### config.mk
export PLATFORM = sky130hd
export DESIGN_NAME = arch_maptable
export DESIGN_NICKNAME = d
export VERILOG_FILES = /design/src/rtl/arch_maptable_pkg.sv /design/src/rtl/arch_maptable_retire_fwd.sv /design/src/rtl/arch_maptable.sv
export SDC_FILE = /design/constraint.sdc
export NUM_CORES = 1
export LEC_CHECK = 0
export ABC_AREA = 0
export ABC_CLOCK_PERIOD_IN_PS = 4200
export CORE_ASPECT_RATIO = 1.25
export CORE_MARGIN = 5
export CORE_UTILIZATION = 25
export CTS_CLUSTER_DIAMETER = 150
export DETAILED_ROUTE_END_ITERATION = 10
export GPL_TIMING_DRIVEN = 0
export MAX_ROUTING_LAYER = met4
export PLACE_DENSITY = 0.48
export SYNTH_ARGS = -nofsm -noshare
export SYNTH_HDL_FRONTEND = slang
export SYNTH_SLANG_ARGS = --single-unit
### constraint.sdc
create_clock -name clock -period 4.2 [get_ports clock]
set_input_delay 0.63 -clock clock [delete_from_list [all_inputs] [get_ports clock]]
set_output_delay 0.63 -clock clock [all_outputs]
set_load 0.1 [all_outputs]
### src/rtl/arch_maptable_pkg.sv
// Shared processor constants and types for the architectural map table.
// Consumed by arch_maptable, retire_fwd and their bench.
package arch_maptable_pkg;

    localparam int MAP_WAYS   = 3;
    localparam int MAP_PR_W   = 6;
    localparam int MAP_AR_NUM = 32;
    localparam int MAP_AR_W   = 5;

    typedef logic [MAP_PR_W-1:0] pr_idx_t;
    typedef pr_idx_t [MAP_WAYS-1:0] pr_vec_t;

    function automatic logic [31:0] popcount(input logic [31:0] v);
        logic [31:0] n;
        n = '0;
        for (int i = 0; i < 32; i++) begin
            n = n + {31'd0, v[i]};
        end
        return n;
    endfunction

endpackage

### src/rtl/arch_maptable_retire_fwd.sv
// Per-way retire forwarding: computes Told for every way and the
// post-retire map, with younger same-AR ways overriding older ones.
module retire_fwd
    import arch_maptable_pkg::*;
#(
    parameter int WAYS   = MAP_WAYS,
    parameter int PR_W   = MAP_PR_W,
    parameter int AR_NUM = MAP_AR_NUM
) (
    input  logic [WAYS-1:0]                en,
    input  logic [WAYS-1:0][4:0]           ar,
    input  logic [WAYS-1:0][PR_W-1:0]      pr,
    input  logic [AR_NUM-1:0][PR_W-1:0]    map_cur,
    output logic [WAYS-1:0][PR_W-1:0]      told,
    output logic [WAYS-1:0]                told_valid,
    output logic [AR_NUM-1:0][PR_W-1:0]    map_next
);

    // Ascending scan of older ways lets the youngest matching way win.
    always_comb begin
        told       = '0;
        told_valid = '0;
        for (int k = 0; k < WAYS; k++) begin
            if (en[k] && (ar[k] != 5'd0) && (int'(ar[k]) < AR_NUM)) begin
                told_valid[k] = 1'b1;
                told[k]       = map_cur[ar[k]];
                for (int j = 0; j < k; j++) begin
                    if (en[j] && (ar[j] == ar[k])) begin
                        told[k] = pr[j];
                    end
                end
            end
        end
    end

    // Later (younger) ways overwrite earlier writes to the same AR.
    always_comb begin
        map_next = map_cur;
        for (int k = 0; k < WAYS; k++) begin
            if (en[k] && (ar[k] != 5'd0) && (int'(ar[k]) < AR_NUM)) begin
                map_next[ar[k]] = pr[k];
            end
        end
    end

endmodule

### src/rtl/arch_maptable.sv
// Committed architectural-to-physical register map updated at retire.
// Optional debug ports (array_display, retire_count) under ARCH_MAP_DISPLAY_EN.
module arch_maptable
    import arch_maptable_pkg::*;
#(
    parameter int WAYS   = MAP_WAYS,
    parameter int PR_W   = MAP_PR_W,
    parameter int AR_NUM = MAP_AR_NUM
) (
    input  logic                           clock,
    input  logic                           reset,
    input  logic [WAYS-1:0]                RetireEN,
    input  logic [WAYS-1:0][4:0]           RetireAR,
    input  logic [WAYS-1:0][PR_W-1:0]      RetirePR,
    output logic [WAYS-1:0][PR_W-1:0]      RetireTold,
    output logic [WAYS-1:0]                ToldValid,
`ifdef ARCH_MAP_DISPLAY_EN
    output logic [AR_NUM-1:0][PR_W-1:0]    array_display,
    output logic [31:0]                    retire_count,
`endif
    output logic [AR_NUM-1:0][PR_W-1:0]    ArchMap
);

    logic [AR_NUM-1:0][PR_W-1:0] map_q;
    logic [AR_NUM-1:0][PR_W-1:0] map_next;
    logic [AR_NUM-1:0][PR_W-1:0] map_ident;
    logic [WAYS-1:0]             en_gated;

    // Retires arriving alongside reset are dropped entirely.
    assign en_gated = reset ? '0 : RetireEN;

    always_comb begin
        map_ident = '0;
        for (int i = 0; i < AR_NUM; i++) begin
            map_ident[i] = PR_W'(i);
        end
    end

    retire_fwd #(
        .WAYS   (WAYS),
        .PR_W   (PR_W),
        .AR_NUM (AR_NUM)
    ) u_retire_fwd (
        .en         (en_gated),
        .ar         (RetireAR),
        .pr         (RetirePR),
        .map_cur    (map_q),
        .told       (RetireTold),
        .told_valid (ToldValid),
        .map_next   (map_next)
    );

    always_ff @(posedge clock) begin
        if (reset) begin
            map_q <= map_ident;
        end else begin
            map_q <= map_next;
        end
    end

    assign ArchMap = reset ? map_ident : map_next;

`ifdef ARCH_MAP_DISPLAY_EN
    assign array_display = map_q;

    always_ff @(posedge clock) begin
        if (reset) begin
            retire_count <= '0;
        end else begin
            retire_count <= retire_count + popcount(32'(ToldValid));
        end
    end
`endif

endmodule

-- Word-level counts from Yosys, hierarchy flattened
Cells that the tools add are included.
W data, S select, Z words.
- equal/unequal tests: 3
- order comparisons: 6
- mux-type cells: 29
- reductions and logical operators: 12
- operators with widths (kind ; number):
    $mux W192 ; 4
    $bwmux W192 ; 3
    $bmux W6 S5 ; 3
    $demux W6 S5 ; 3
    $mux W6 ; 12
    $lt A5 B6 Y1 const B ; 3
    $eq A5 B5 Y1 ; 3
    $ge A5 B1 Y1 const B ; 3
    $reduce_bool A5 Y1 ; 3
    $logic_and A1 B1 Y1 ; 9
    $mux W1 ; 3
    $mux W3 ; 1
- word-level logic and storage cells: 82
- bits in registers: 192
- output and inout bits: 213
- input bits: 38

-- Logic depth before layout (Yosys ltp)
- word-level depth: 11
- mapped depth: 9
- mapped depth without buffers: 5

-- Hierarchy
From an unflattened synthesis, not the netlist that was laid out.
- cells, all modules: 1895
- area, all modules: 17729.5 µm²
- by module, submodules not included (module ; cells each ; times used ; sequential area each (µm²) ; area each (µm²)):
    retire_fwd ; 1487 ; 1 ; 0.0 ; 12532.0
    arch_maptable ; 408 ; 1 ; 3843.7 ; 5197.5

-- Worst setup path before layout
OpenSTA, ideal clock, no wires.
- kind: input to output
- start point: input RetireAR[13] in the netlist's numbering
- end point: output RetireTold[12] in the netlist's numbering
- buffers on the path: 2
- setup slack: -2.857 ns
- stages on the path: 7
- arrival: 6.427 ns
- path through: clkbuf_1 -> xor2_1 -> nor4_2 -> and2_1 -> buf_4 -> nor3_1 -> a2111oi_0
- RTL lines (what ; RTL line ; source):
    from (decl) ; arch_maptable.sv:13 ; input logic [WAYS-1:0][4:0] RetireAR,
    to (decl) ; arch_maptable.sv:15 ; output logic [WAYS-1:0][PR_W-1:0] RetireTold,

==> results.md <==
Run status:
- The flow ran to the end, but the final reports show violations.
- The final reports fail on capacitance limit, slew limit, setup timing.

Yosys:
- Yosys mapped a number of flops with a built-in enable equal to 0.
- The predominant post-synthesis flop cell is sky130_fd_sc_hd__dfxtp_1.
- Ranked by total cell area, the synthesized netlist is headed by sky130_fd_sc_hd__dfxtp_1, sky130_fd_sc_hd__mux4_2, sky130_fd_sc_hd__mux2i_1, sky130_fd_sc_hd__a211o_1, sky130_fd_sc_hd__nor2_1.
- The share of the Yosys chip area taken by registers is 0.236.
- The share of synthesized area in the top cell type comes to 0.236.
- During synthesis, Yosys emitted a total of 0 warnings.
- The post-synthesis register bit count is 192.
- Averaged over all synthesized cells, the footprint is 9.11 sq um.
- The count of distinct cell types in the synthesized netlist is 76.
- After synthesis, the share of flip-flops with an asynchronous set or reset is 0.
- The cell taking the most area after synthesis is sky130_fd_sc_hd__dfxtp_1.
- After technology mapping, the gate count stands at 1789.
- The number of nets handed over by synthesis was 1827.
- Summing every instance area after synthesis gives 16300 sq um.

Timing:
- The period utilization is 1.02.
- Setup violations remaining at the end of the flow were counted as 3.
- The final hold violation count is 0.
- Setup repair after global routing could not meet its margin everywhere.
- The post-layout worst setup margin is -0.102 ns.
- For the final database, setup skew stands at 0 ns.
- The worst pin sits at a relative slew slack of -0.0613.
- The timing-limited maximum frequency is 0.232 GHz.
- The slew at the pin with the worst max-slew slack is 1.59 ns.
- The number of max-slew violations in the final report came to 44.
- The worst path in the final design needs a cycle of 4.30 ns, including I/O delays and setup.
- The setup TNS after final layout is -0.121 ns.

Place:
- Detailed placement finished with a half-perimeter wire length of 89900 um.
- The routability congestion estimate from global placement is 1.06.
- The number of cells in the design after placement is 2872.
- The count of input and output buffers is 235.

Cells and area:
- The number of nets in the final layout is 2098.
- In the final layout, the share of cells above drive strength 1 is 0.282.
- The leading cell type in the layout, fill and taps excluded is sky130_fd_sc_hd__nor2_1.
- The number of standard cells in the layout, taps in and fillers out is 2930.
- The flip-flop count of the largest register, all copies and words added is 192.
- In the final layout, the registers with the most flip-flops are map_q x192.
- More flip-flops sit in one register than any other, and that register is map_q.
- The library cells used most frequently in the layout, excluding fill and tap cells, are sky130_fd_sc_hd__nor2_1, sky130_fd_sc_hd__mux2i_1, sky130_fd_sc_hd__dfxtp_1.
- The signed area change from the synthesized netlist to the final layout is 25.5%.

Worst setup path:
- In this run the critical register-to-register path is launched from map_q[118].
- The number of cells on the worst reg-to-reg path is 3.
- The critical path launch point type is a primary input.
- In this run the worst path has a maximum fanout of 10.
- The worst setup path is captured at a primary output.
- At the worst endpoint, the arrival time is 3.67 ns.
- In this run the worst setup path begins at RetireAR[14].
- The endpoint identified for the worst register-to-register timing path is map_q[118].
- The data required time of the critical path is 3.57 ns.
- The category of the most critical setup path is in -> out.
- Across all register-to-register paths, the minimum setup slack is 2.87 ns.

Power and ir drop:
- The standby leakage power is 7.84 nW.
- The power share of the combinational group is 0.282.
- In this run the power spent charging and discharging nets is 1.98 mW.
- Of the total power, the clock network draws 0.349.
- Across the VDD grid, the largest voltage drop is 0.324 mV.
- The internal power contribution is 3.14 mW.
- Of the total power, the share spent switching nets is 0.387.
- Power comes to 5.12 mW.
- Of the total power, registers draw 0.369.
- Power spread over the standard cell area amounts to 251 nW/um^2.

Global routing:
- The total overflow reported by the global router is 0.
- For this run, the total global-route usage over all layers was measured as 0.332.
- The initial antenna violation count came to 7.
- The global-route wire length before repair is 156000 um.
- The via count of the first global-routing pass is 17521.
- The largest net degree at the start of global routing is 20.

Floorplanning:
- The die is 295 um tall.
- The overall die width is 238 um.
- The effective utilization at floorplan is 0.252.
- The die covers 70400 sq um.
- For this design the top-level I/O count stands at 251.
- The core area is 64500 sq um.
- The initialized floorplan defines 104 standard-cell rows.

Drt:
- The detailed-route via count is 18221.
- The detail-routed via count per cell is 6.22.
- The number of iterations in the first detailed-routing pass is 9.
- The routed length per placed instance is 40.1 um.
- The number of DRC markers in iteration 0 is 2451.
- In the routed design, unresolved DRC markers number 0.
- Once detail routing completed, the nets flagged for antenna violations numbered 0.
- After detailed routing, the total wire length is 117000 um.

Worst hold path:
- The worst hold path begins at map_q[0].
- The worst hold path terminates at map_q[0].
- In this run the worst hold path is classified as reg -> reg.
- The count of cells along the worst hold path is 1.

Clocking:
- The number of buffers added by the clock tree synthesis step is 17.
- No sink is reached through more buffers than the 2 on the longest clock path.
- The cell chosen for the clock root is sky130_fd_sc_hd__clkbuf_16.
- For this design, the sink count on the clock tree is 192.
- The CTS tree is yes.
- The cts-stage hold buffer count is 0.
- In this run the number of H-tree levels came out at 4.
- Clock-pin slew was measured on the worst setup and hold paths at 0.07 ns.
- The clock latency on the worst-skew pair is 0.51 ns.

Flow run:
- The tool flagged a number of max-cap violations equal to 4.
## per-layer routing
metal / global-route usage / up-vias / part of all wire
met5: - / - / 0
met4: 0.189 / 0 / 0.072
met3: 0.0683 / 314 / 0.083
met2: 0.531 / 1249 / 0.46
met1: 0.388 / 9281 / 0.38
li1: - / 7377 / -
## power by group through the flow
stage                     sequential [mW]  clock (mW)  combinational (mW)
after detailed placement             1.93           0                1.38
after global routing                 1.89        1.87                1.45
final                                1.89        1.79                1.45
after global placement               1.93           0                1.38
after CTS                            1.89        1.81                1.40
after floorplan                      1.91           0               0.805
## how the worst max path moves through the flow
stage | to | slack (ns) | cells past startpoint
after floorplan | RetireTold[12] | -0.13 | 7
after global placement | RetireTold[14] | -1.73 | 9
after detailed placement | RetireTold[14] | -1.71 | 9
after CTS | ArchMap[130] | 0.0002 | 9
after global routing | RetireTold[8] | -0.008 | 10
final | RetireTold[14] | -0.10 | 9
## cell usage after synthesis (6+ instances only)
cell	n
sky130_fd_sc_hd__a22oi_1	25
sky130_fd_sc_hd__a2111oi_0	6
sky130_fd_sc_hd__xor2_1	14
sky130_fd_sc_hd__buf_2	59
sky130_fd_sc_hd__nor3b_2	6
sky130_fd_sc_hd__buf_4	15
sky130_fd_sc_hd__nand2b_1	10
sky130_fd_sc_hd__mux2i_1	200
sky130_fd_sc_hd__nand2_1	164
sky130_fd_sc_hd__a211oi_1	85
sky130_fd_sc_hd__a221oi_1	12
sky130_fd_sc_hd__buf_1	7
sky130_fd_sc_hd__a211o_1	172
sky130_fd_sc_hd__nor2b_1	21
sky130_fd_sc_hd__o21ai_0	10
sky130_fd_sc_hd__dfxtp_1	192
sky130_fd_sc_hd__o22ai_1	7
sky130_fd_sc_hd__nor4_1	8
sky130_fd_sc_hd__a22o_1	18
sky130_fd_sc_hd__nor2_1	225
sky130_fd_sc_hd__mux2_2	11
sky130_fd_sc_hd__a21oi_1	108
sky130_fd_sc_hd__nand3b_1	11
sky130_fd_sc_hd__clkbuf_1	136
sky130_fd_sc_hd__inv_1	8
sky130_fd_sc_hd__mux4_2	134
sky130_fd_sc_hd__nand3_1	21
## critical path: stages
cell and delay [ns]:
sky130_fd_sc_hd__clkdlybuf4s50_1 0.66, sky130_fd_sc_hd__buf_4 0.31, sky130_fd_sc_hd__buf_4 0.27, sky130_fd_sc_hd__nand2_1 0.24
sky130_fd_sc_hd__a21boi_1 0.26, sky130_fd_sc_hd__o22ai_1 0.44, sky130_fd_sc_hd__nor4_4 0.12, sky130_fd_sc_hd__a21oi_4 0.34
sky130_fd_sc_hd__buf_4 0.36
## repair_timing
item                                     CTS  global route
endpoints found under the setup margin   207           151
resized for setup                       1071           156
pin swaps                                  8             4
buffers inserted                          18             5
hold endpoints to repair                   0             0
gates cloned                               0             0
## logic make-up after synthesis
logic type,synth area share
AO/OA/AOI/OAI,0.219
XOR/XNOR,0.00806
buffers and inverters,0.0621
flip-flops,0.236
multiplexers,0.316
AND/OR/NAND/NOR,0.159
## per-stage QoR
stage          setup slack (ns)  hold WS, ns   util  instance area, sq um
2_1_floorplan            -0.126        0.974      -                 16300
5_1_grt                -0.00843        0.554  0.317                 20400
3_3_place_gp              -1.73        0.529  0.306                 19700
3_5_place_dp              -1.71        0.525  0.306                 19700
4_1_cts                0.000202        0.540  0.315                 20400
6_report                 -0.102        0.543  0.317                 20400
## layout make-up
cell class | instances | area, sq um
Buffer | 214 | 1070
Timing Repair Buffer | 258 | 2090
Clock buffer | 22 | 474
Antenna cell | 9 | 22.5
Tap cell | 848 | 1060
Inverter | 9 | 33.8
Sequential cell | 192 | 3840
Clock inverter | 10 | 123
Multi-Input combinational cell | 1368 | 11700
Fill cell | 6994 | 44100
No activity file was read; power rests on OpenSTA's default activity.
